[src/rtl/gcd_fsm_if.sv]
// gcd_fsm_if: start/busy/done handshake bundle for the gcd_fsm engine.
//   start  : request, honoured only while the engine is idle
//   a, b   : operands, captured on the accepting edge
//   busy   : engine is iterating
//   done   : one-cycle completion pulse
//   result : gcd of the last completed operation
//   iter_count (only with GCD_ITER_COUNT_EN) : subtraction cycles used
// master = requester (controller / bench), slave = gcd_fsm.
interface gcd_fsm_if #(
  parameter int WIDTH = 32
);
  logic             start;
  logic [WIDTH-1:0] a;
  logic [WIDTH-1:0] b;
  logic             busy;
  logic             done;
  logic [WIDTH-1:0] result;
`ifdef GCD_ITER_COUNT_EN
  logic [15:0]      iter_count;

  modport master (output start, a, b, input busy, done, result, iter_count);
  modport slave  (input start, a, b, output busy, done, result, iter_count);
`else
  modport master (output start, a, b, input busy, done, result);
  modport slave  (input start, a, b, output busy, done, result);
`endif
endinterface

[src/rtl/gcd_fsm.sv]
// gcd_fsm: multicycle subtractive-Euclid GCD engine, one subtraction per
// iteration, with a start/busy/done handshake.
// Ports:
//   clk : rising-edge clock
//   rst : synchronous, active-high reset
//   bus : gcd_fsm_if.slave (start, a, b in; busy, done, result out)
// Optional build macro GCD_ITER_COUNT_EN adds bus.iter_count, a 16-bit
// saturating count of the subtraction cycles in the current/last operation.
//
// state | meaning
// IDLE  | waiting for start; operands captured on accept
// CHECK | compare x and y, finish or pick a subtraction
// SUB_A | x <= x - y
// SUB_B | y <= y - x
// DONE  | done pulse, start ignored
module gcd_fsm #(
  parameter int WIDTH = 32
) (
  input  logic      clk,
  input  logic      rst,
  gcd_fsm_if.slave  bus
);

  typedef enum logic [3:0] {
    IDLE  = 4'b0000,
    CHECK = 4'b0001,
    SUB_A = 4'b0010,
    SUB_B = 4'b0011,
    DONE  = 4'b0100
  } state_t;

  state_t           state, state_nxt;
  logic [WIDTH-1:0] x, y, res;
  logic [WIDTH-1:0] x_nxt, y_nxt, res_nxt;
  logic             busy_q, done_q;

  always_comb begin
    state_nxt = IDLE;
    x_nxt     = x;
    y_nxt     = y;
    res_nxt   = res;
    case (state)
      IDLE: begin
        if (bus.start) begin
          x_nxt     = bus.a;
          y_nxt     = bus.b;
          state_nxt = CHECK;
        end else begin
          state_nxt = IDLE;
        end
      end
      CHECK: begin
        if (x == '0) begin
          res_nxt   = y;
          state_nxt = DONE;
        end else if (y == '0) begin
          res_nxt   = x;
          state_nxt = DONE;
        end else if (x == y) begin
          res_nxt   = x;
          state_nxt = DONE;
        end else if (x > y) begin
          state_nxt = SUB_A;
        end else begin
          state_nxt = SUB_B;
        end
      end
      SUB_A: begin
        x_nxt     = x - y;
        state_nxt = CHECK;
      end
      SUB_B: begin
        y_nxt     = y - x;
        state_nxt = CHECK;
      end
      DONE:    state_nxt = IDLE;
      default: state_nxt = IDLE;
    endcase
  end

  // busy/done are decoded from the next state so the registered flags
  // line up exactly with the state they describe.
  always_ff @(posedge clk) begin
    if (rst) begin
      state  <= IDLE;
      x      <= '0;
      y      <= '0;
      res    <= '0;
      busy_q <= 1'b0;
      done_q <= 1'b0;
    end else begin
      state  <= state_nxt;
      x      <= x_nxt;
      y      <= y_nxt;
      res    <= res_nxt;
      busy_q <= (state_nxt == CHECK) || (state_nxt == SUB_A) || (state_nxt == SUB_B);
      done_q <= (state_nxt == DONE);
    end
  end

  assign bus.busy   = busy_q;
  assign bus.done   = done_q;
  assign bus.result = res;

`ifdef GCD_ITER_COUNT_EN
  logic [15:0] iter_cnt;

  always_ff @(posedge clk) begin
    if (rst) begin
      iter_cnt <= 16'd0;
    end else if (state == IDLE && bus.start) begin
      iter_cnt <= 16'd0;
    end else if ((state == SUB_A || state == SUB_B) && iter_cnt != 16'hFFFF) begin
      iter_cnt <= iter_cnt + 16'd1;
    end
  end

  assign bus.iter_count = iter_cnt;
`endif

endmodule

[src/flat_wrapper.sv]
// flat-port wrapper written by rule: the top's interface ports become plain ports
module gcd_fsm_flat 
#(
  parameter int WIDTH = 32
)
  (clk, rst, bus_start, bus_a, bus_b, bus_busy, bus_done, bus_result);
  gcd_fsm_if #(.WIDTH(WIDTH)) bus_i ();
  input  logic clk;
  input  logic rst;
  input wire logic [$bits(bus_i.start)-1:0] bus_start;
  input wire logic [$bits(bus_i.a)-1:0] bus_a;
  input wire logic [$bits(bus_i.b)-1:0] bus_b;
  output wire logic [$bits(bus_i.busy)-1:0] bus_busy;
  output wire logic [$bits(bus_i.done)-1:0] bus_done;
  output wire logic [$bits(bus_i.result)-1:0] bus_result;
  assign bus_i.start = bus_start;
  assign bus_i.a = bus_a;
  assign bus_i.b = bus_b;
  assign bus_busy = bus_i.busy;
  assign bus_done = bus_i.done;
  assign bus_result = bus_i.result;
  gcd_fsm #(.WIDTH(WIDTH)) u_core (.clk(clk), .rst(rst), .bus(bus_i));
endmodule
[config.mk]
export PLATFORM = sky130hd
export DESIGN_NAME = gcd_fsm_flat
export DESIGN_NICKNAME = d
export VERILOG_FILES = /design/src/rtl/gcd_fsm_if.sv /design/src/rtl/gcd_fsm.sv /design/src/flat_wrapper.sv
export SDC_FILE = /design/constraint.sdc
export NUM_CORES = 1
export LEC_CHECK = 0
export ABC_AREA = 1
export CAP_MARGIN = 10
export CORE_UTILIZATION = 55
export DETAILED_ROUTE_END_ITERATION = 8
export DONT_BUFFER_PORTS = 1
export GPL_TIMING_DRIVEN = 0
export PLACE_DENSITY = 0.7
export SYNTH_ARGS = -nofsm -noshare
export SYNTH_HDL_FRONTEND = slang
export SYNTH_SLANG_ARGS = --single-unit
export TNS_END_PERCENT = 50
[constraint.sdc]
create_clock -name clk -period 3.9 [get_ports clk]
set_input_delay 0.975 -clock clk [delete_from_list [all_inputs] [get_ports clk]]
set_output_delay 0.975 -clock clk [all_outputs]
set_load 0.01 [all_outputs]
==> metrics.txt <==
run status completed; IO Pins about 100; DP Wirelength roughly 27000 um; vias in the first global route 9333; router iterations before antenna repair 6; total of cells resized after clock tree synthesis 0; Port Buffers 0; total wire length after detailed routing between 30000 and 40000 um; number of warning messages in the yosys log 0; clock slew at reported path FFs approximately 0.080 ns; core footprint about 0.016 mm^2; H-Tree Level Count 3; WP data arrival 2.87 ns; overall die area approximately 0.017 mm^2; max-cap check violation count 0; vias after detailed routing about 10k; area occupied by multi-input gates 0.005859 mm^2; highest clock rate between 0.3 and 0.4 GHz; syn_nets 1708; nets approximately 1.7k; register bit count reported by yosys about 100; pin count of the biggest net entering global routing 19; static leakage power around 5 nW; Synth Instances ~1.6k; TritonCTS clock tree done; kind of critical path reg -> reg; ratio of total power to cell area roughly 660 mW/mm^2; layout cells sized above 1 under 10%; largest buffer count on any clock path 2; library cell used as clock root buffer clkbuf_16; final count of pins violating max slew 0; buffers inserted during post-CTS setup optimization 0; final worst clock skew between 0.015 and 0.02 ns; row count 46; minimum hold slack 0.5050 ns; Setup-failing EPs final 0; antenna violations before repair 1; portion of the post-synthesis area used by sequential elements 21.92%; GP Congestion 1.019; minimum setup slack after placement approximately 1.1 ns; DRC errors left 0; DIE WIDTH 131.5 um; Skew-Pair Late Insertion Delay ~0.37 ns; worst-margin pin slew between 0.9 and 1 ns; remaining global-route overflow 0; GRT Overall Usage between 40% and 50%; Min-Delay Path Class reg -> reg; setup slack of the critical path after layout 1.252 ns; switching pwr approximately 0.0036 W; first-pass GRT wire length 52370 um; CP startpoint kind register; P_int 0.002907 W; diode count 0; average via count per standard cell 5.627; Period minus WS final between 2 and 3 ns; number of buffers added by the clock tree synthesis step 9; setup repair after global routing missed its margin false; Starting Density between 50% and 60%; average wire length per cell after detail routing about 19 um; sequential cell fraction of total power 20.4%; Crit Path Max Fanout 6; worst-case vdd ir drop 298.7 uV; part of the total power dissipated in the clock network between 15 and 20%; Reg area 0.002022 mm^2; combinational group share of total power around 64%; final clock period utilization by the worst path slightly below 70%; post-cts hold buffer count 0; number of design-rule violations left by the first detailed-router iteration approximately 1.2k; Total Power Consumption approximately 0.0065 W; # clock sinks just over 100; required time of the worst setup path 4.12 ns; count of antenna-violating nets left after detailed routing 0; Layout area overhead 6.266%; height of the die around 130 um; Post-Synthesis Cell Area just over 0.009 mm^2; FILL cells 1716; number of unique standard cell types used by synthesis 38; number of endpoints with negative hold slack in the final report 0; Avg Inst Size Synth 5.853 um^2; Sw Share between 50 and 60%; sum of negative setup slack 0 ns; kind of end point of the critical path register; Worst slew margin roughly 33%
power by group through the flow:
stage                     clock network (W)  registers (W)  logic, W
after floorplan                           0        0.00129   0.00288
final                               0.00100        0.00133   0.00416
after CTS                          0.000989        0.00132   0.00402
after global placement                    0        0.00134   0.00397
after detailed placement                  0        0.00134   0.00399
after global routing                0.00104        0.00134   0.00456
kinds of logic after synthesis:
| logic type | after synthesis | share of synthesized area [%] |
|---|---|---|
| xor+xnor | 30 | 2.848 |
| buf+inv | 323 | 14.57 |
| fa+ha+maj | 65 | 8.979 |
| compound gates | 258 | 16.14 |
| simple gates | 799 | 35.55 |
| flops | 101 | 21.92 |
metal layers:
metal / up-vias / wire (um) / GRT usage, %
li1: 4924 / - / -
met3: 74 / 4470 / 11.03
met5: - / 0 / 0
met4: 0 / 1309 / 15.31
met2: 567 / 14050 / 59.26
met1: 4609 / 15020 / 55.26
through the flow:
| stage | instance area [um^2] | utilization, % | std cells |
|---|---|---|---|
| detailed placement | 9495 | 58.92 | 1792 |
| finish | 9803 | 60.83 | 1808 |
| global placement | 9495 | 58.92 | 1792 |
| floorplan | 9225 | - | 1576 |
| global route | 9803 | 60.83 | 1808 |
| CTS | 9803 | 60.83 | 1808 |
worst paths after layout:
check / startpoint / endpoint / slack (ns) / depth (start not counted)
setup / recovery: u_core.y[11]$_SDFFE_PP0P_ / u_core.y[29]$_SDFFE_PP0P_ / 1.25 / 13
hold / removal: u_core.y[9]$_SDFFE_PP0P_ / u_core.y[9]$_SDFFE_PP0P_ / 0.51 / 2
setup reg to reg: u_core.y[11]$_SDFFE_PP0P_ / u_core.y[29]$_SDFFE_PP0P_ / 1.25 / 13
hold reg to reg: u_core.y[9]$_SDFFE_PP0P_ / u_core.y[9]$_SDFFE_PP0P_ / 0.51 / 2
cell type report:
type	count	area share (%)
Buffer	62	3.663
Clock buffer	9	2.297
Clock inverter	7	0.8424
Inverter	261	10.04
Multi-Input combinational cell	1152	59.77
Sequential cell	101	20.63
Tap cell	216	2.757
cell usage after synthesis:
master | number | area (um^2)
a31oi_1 | 34 | 212.7
nand2_1 | 536 | 2012
buf_2 | 16 | 80.08
o21a_1 | 1 | 7.510
nand3_1 | 72 | 360.4
fa_1 | 2 | 40.04
nand4_1 | 11 | 68.82
buf_4 | 19 | 142.6
o21ai_0 | 43 | 215.2
and2_1 | 3 | 18.77
xor2_1 | 29 | 254.0
nor3_1 | 2 | 10.01
buf_1 | 1 | 3.750
a21oi_1 | 106 | 530.5
nor3_4 | 1 | 16.27
or2_2 | 5 | 31.28
ha_1 | 63 | 788.3
nand3_2 | 3 | 30.03
clkbuf_1 | 22 | 82.58
nand2_2 | 12 | 75.07
nor2_1 | 137 | 514.2
a21oi_2 | 28 | 245.2
a21o_1 | 2 | 15.01
nand3b_1 | 6 | 45.04
xnor2_1 | 1 | 8.760
buf_8 | 3 | 45.04
nor3_2 | 1 | 10.01
o21ai_1 | 30 | 150.1
dfxtp_1 | 101 | 2022
o211ai_1 | 2 | 15.01
inv_1 | 243 | 912.1
nor2_4 | 5 | 56.30
inv_2 | 17 | 63.81
nor2_2 | 5 | 31.28
a221oi_1 | 6 | 52.55
clkbuf_2 | 1 | 5.000
clkinv_4 | 1 | 8.760
o21bai_1 | 6 | 45.04
cells in the final DEF (no fill, tap or decap), drive strengths merged, types with 3 or more instances in the layout:
cell type / instances
a21oi: 134
a221oi: 6
a31oi: 34
and2: 3
buf: 39
clkbuf: 32
dfxtp: 101
ha: 63
inv: 263
nand2: 548
nand3: 75
nand3b: 6
nand4: 11
nor2: 147
nor3: 4
o21ai: 73
o21bai: 6
or2: 5
xor2: 29
worst max-delay path, stage by stage, from the launching register on:
cell,delay (ns)
dfxtp_1,0.42
inv_1,0.09
ha_1,0.29
buf_4,0.15
nand2_1,0.12
nor2_1,0.34
and2_1,0.21
nand2_1,0.06
nand2_1,0.29
nand2_1,0.14
nand3_1,0.09
nand3_1,0.13
nand2_1,0.12
a21oi_1,0.06
sequential cells by signal, summed over array words and instances (netlist names):
signal and cells:
u_core.x 32, u_core.bus.done 1, u_core.y 32, u_core.bus.busy 1, u_core.state 3, u_core.bus.result 32
Note: power is estimated with default switching activity, not from simulation.
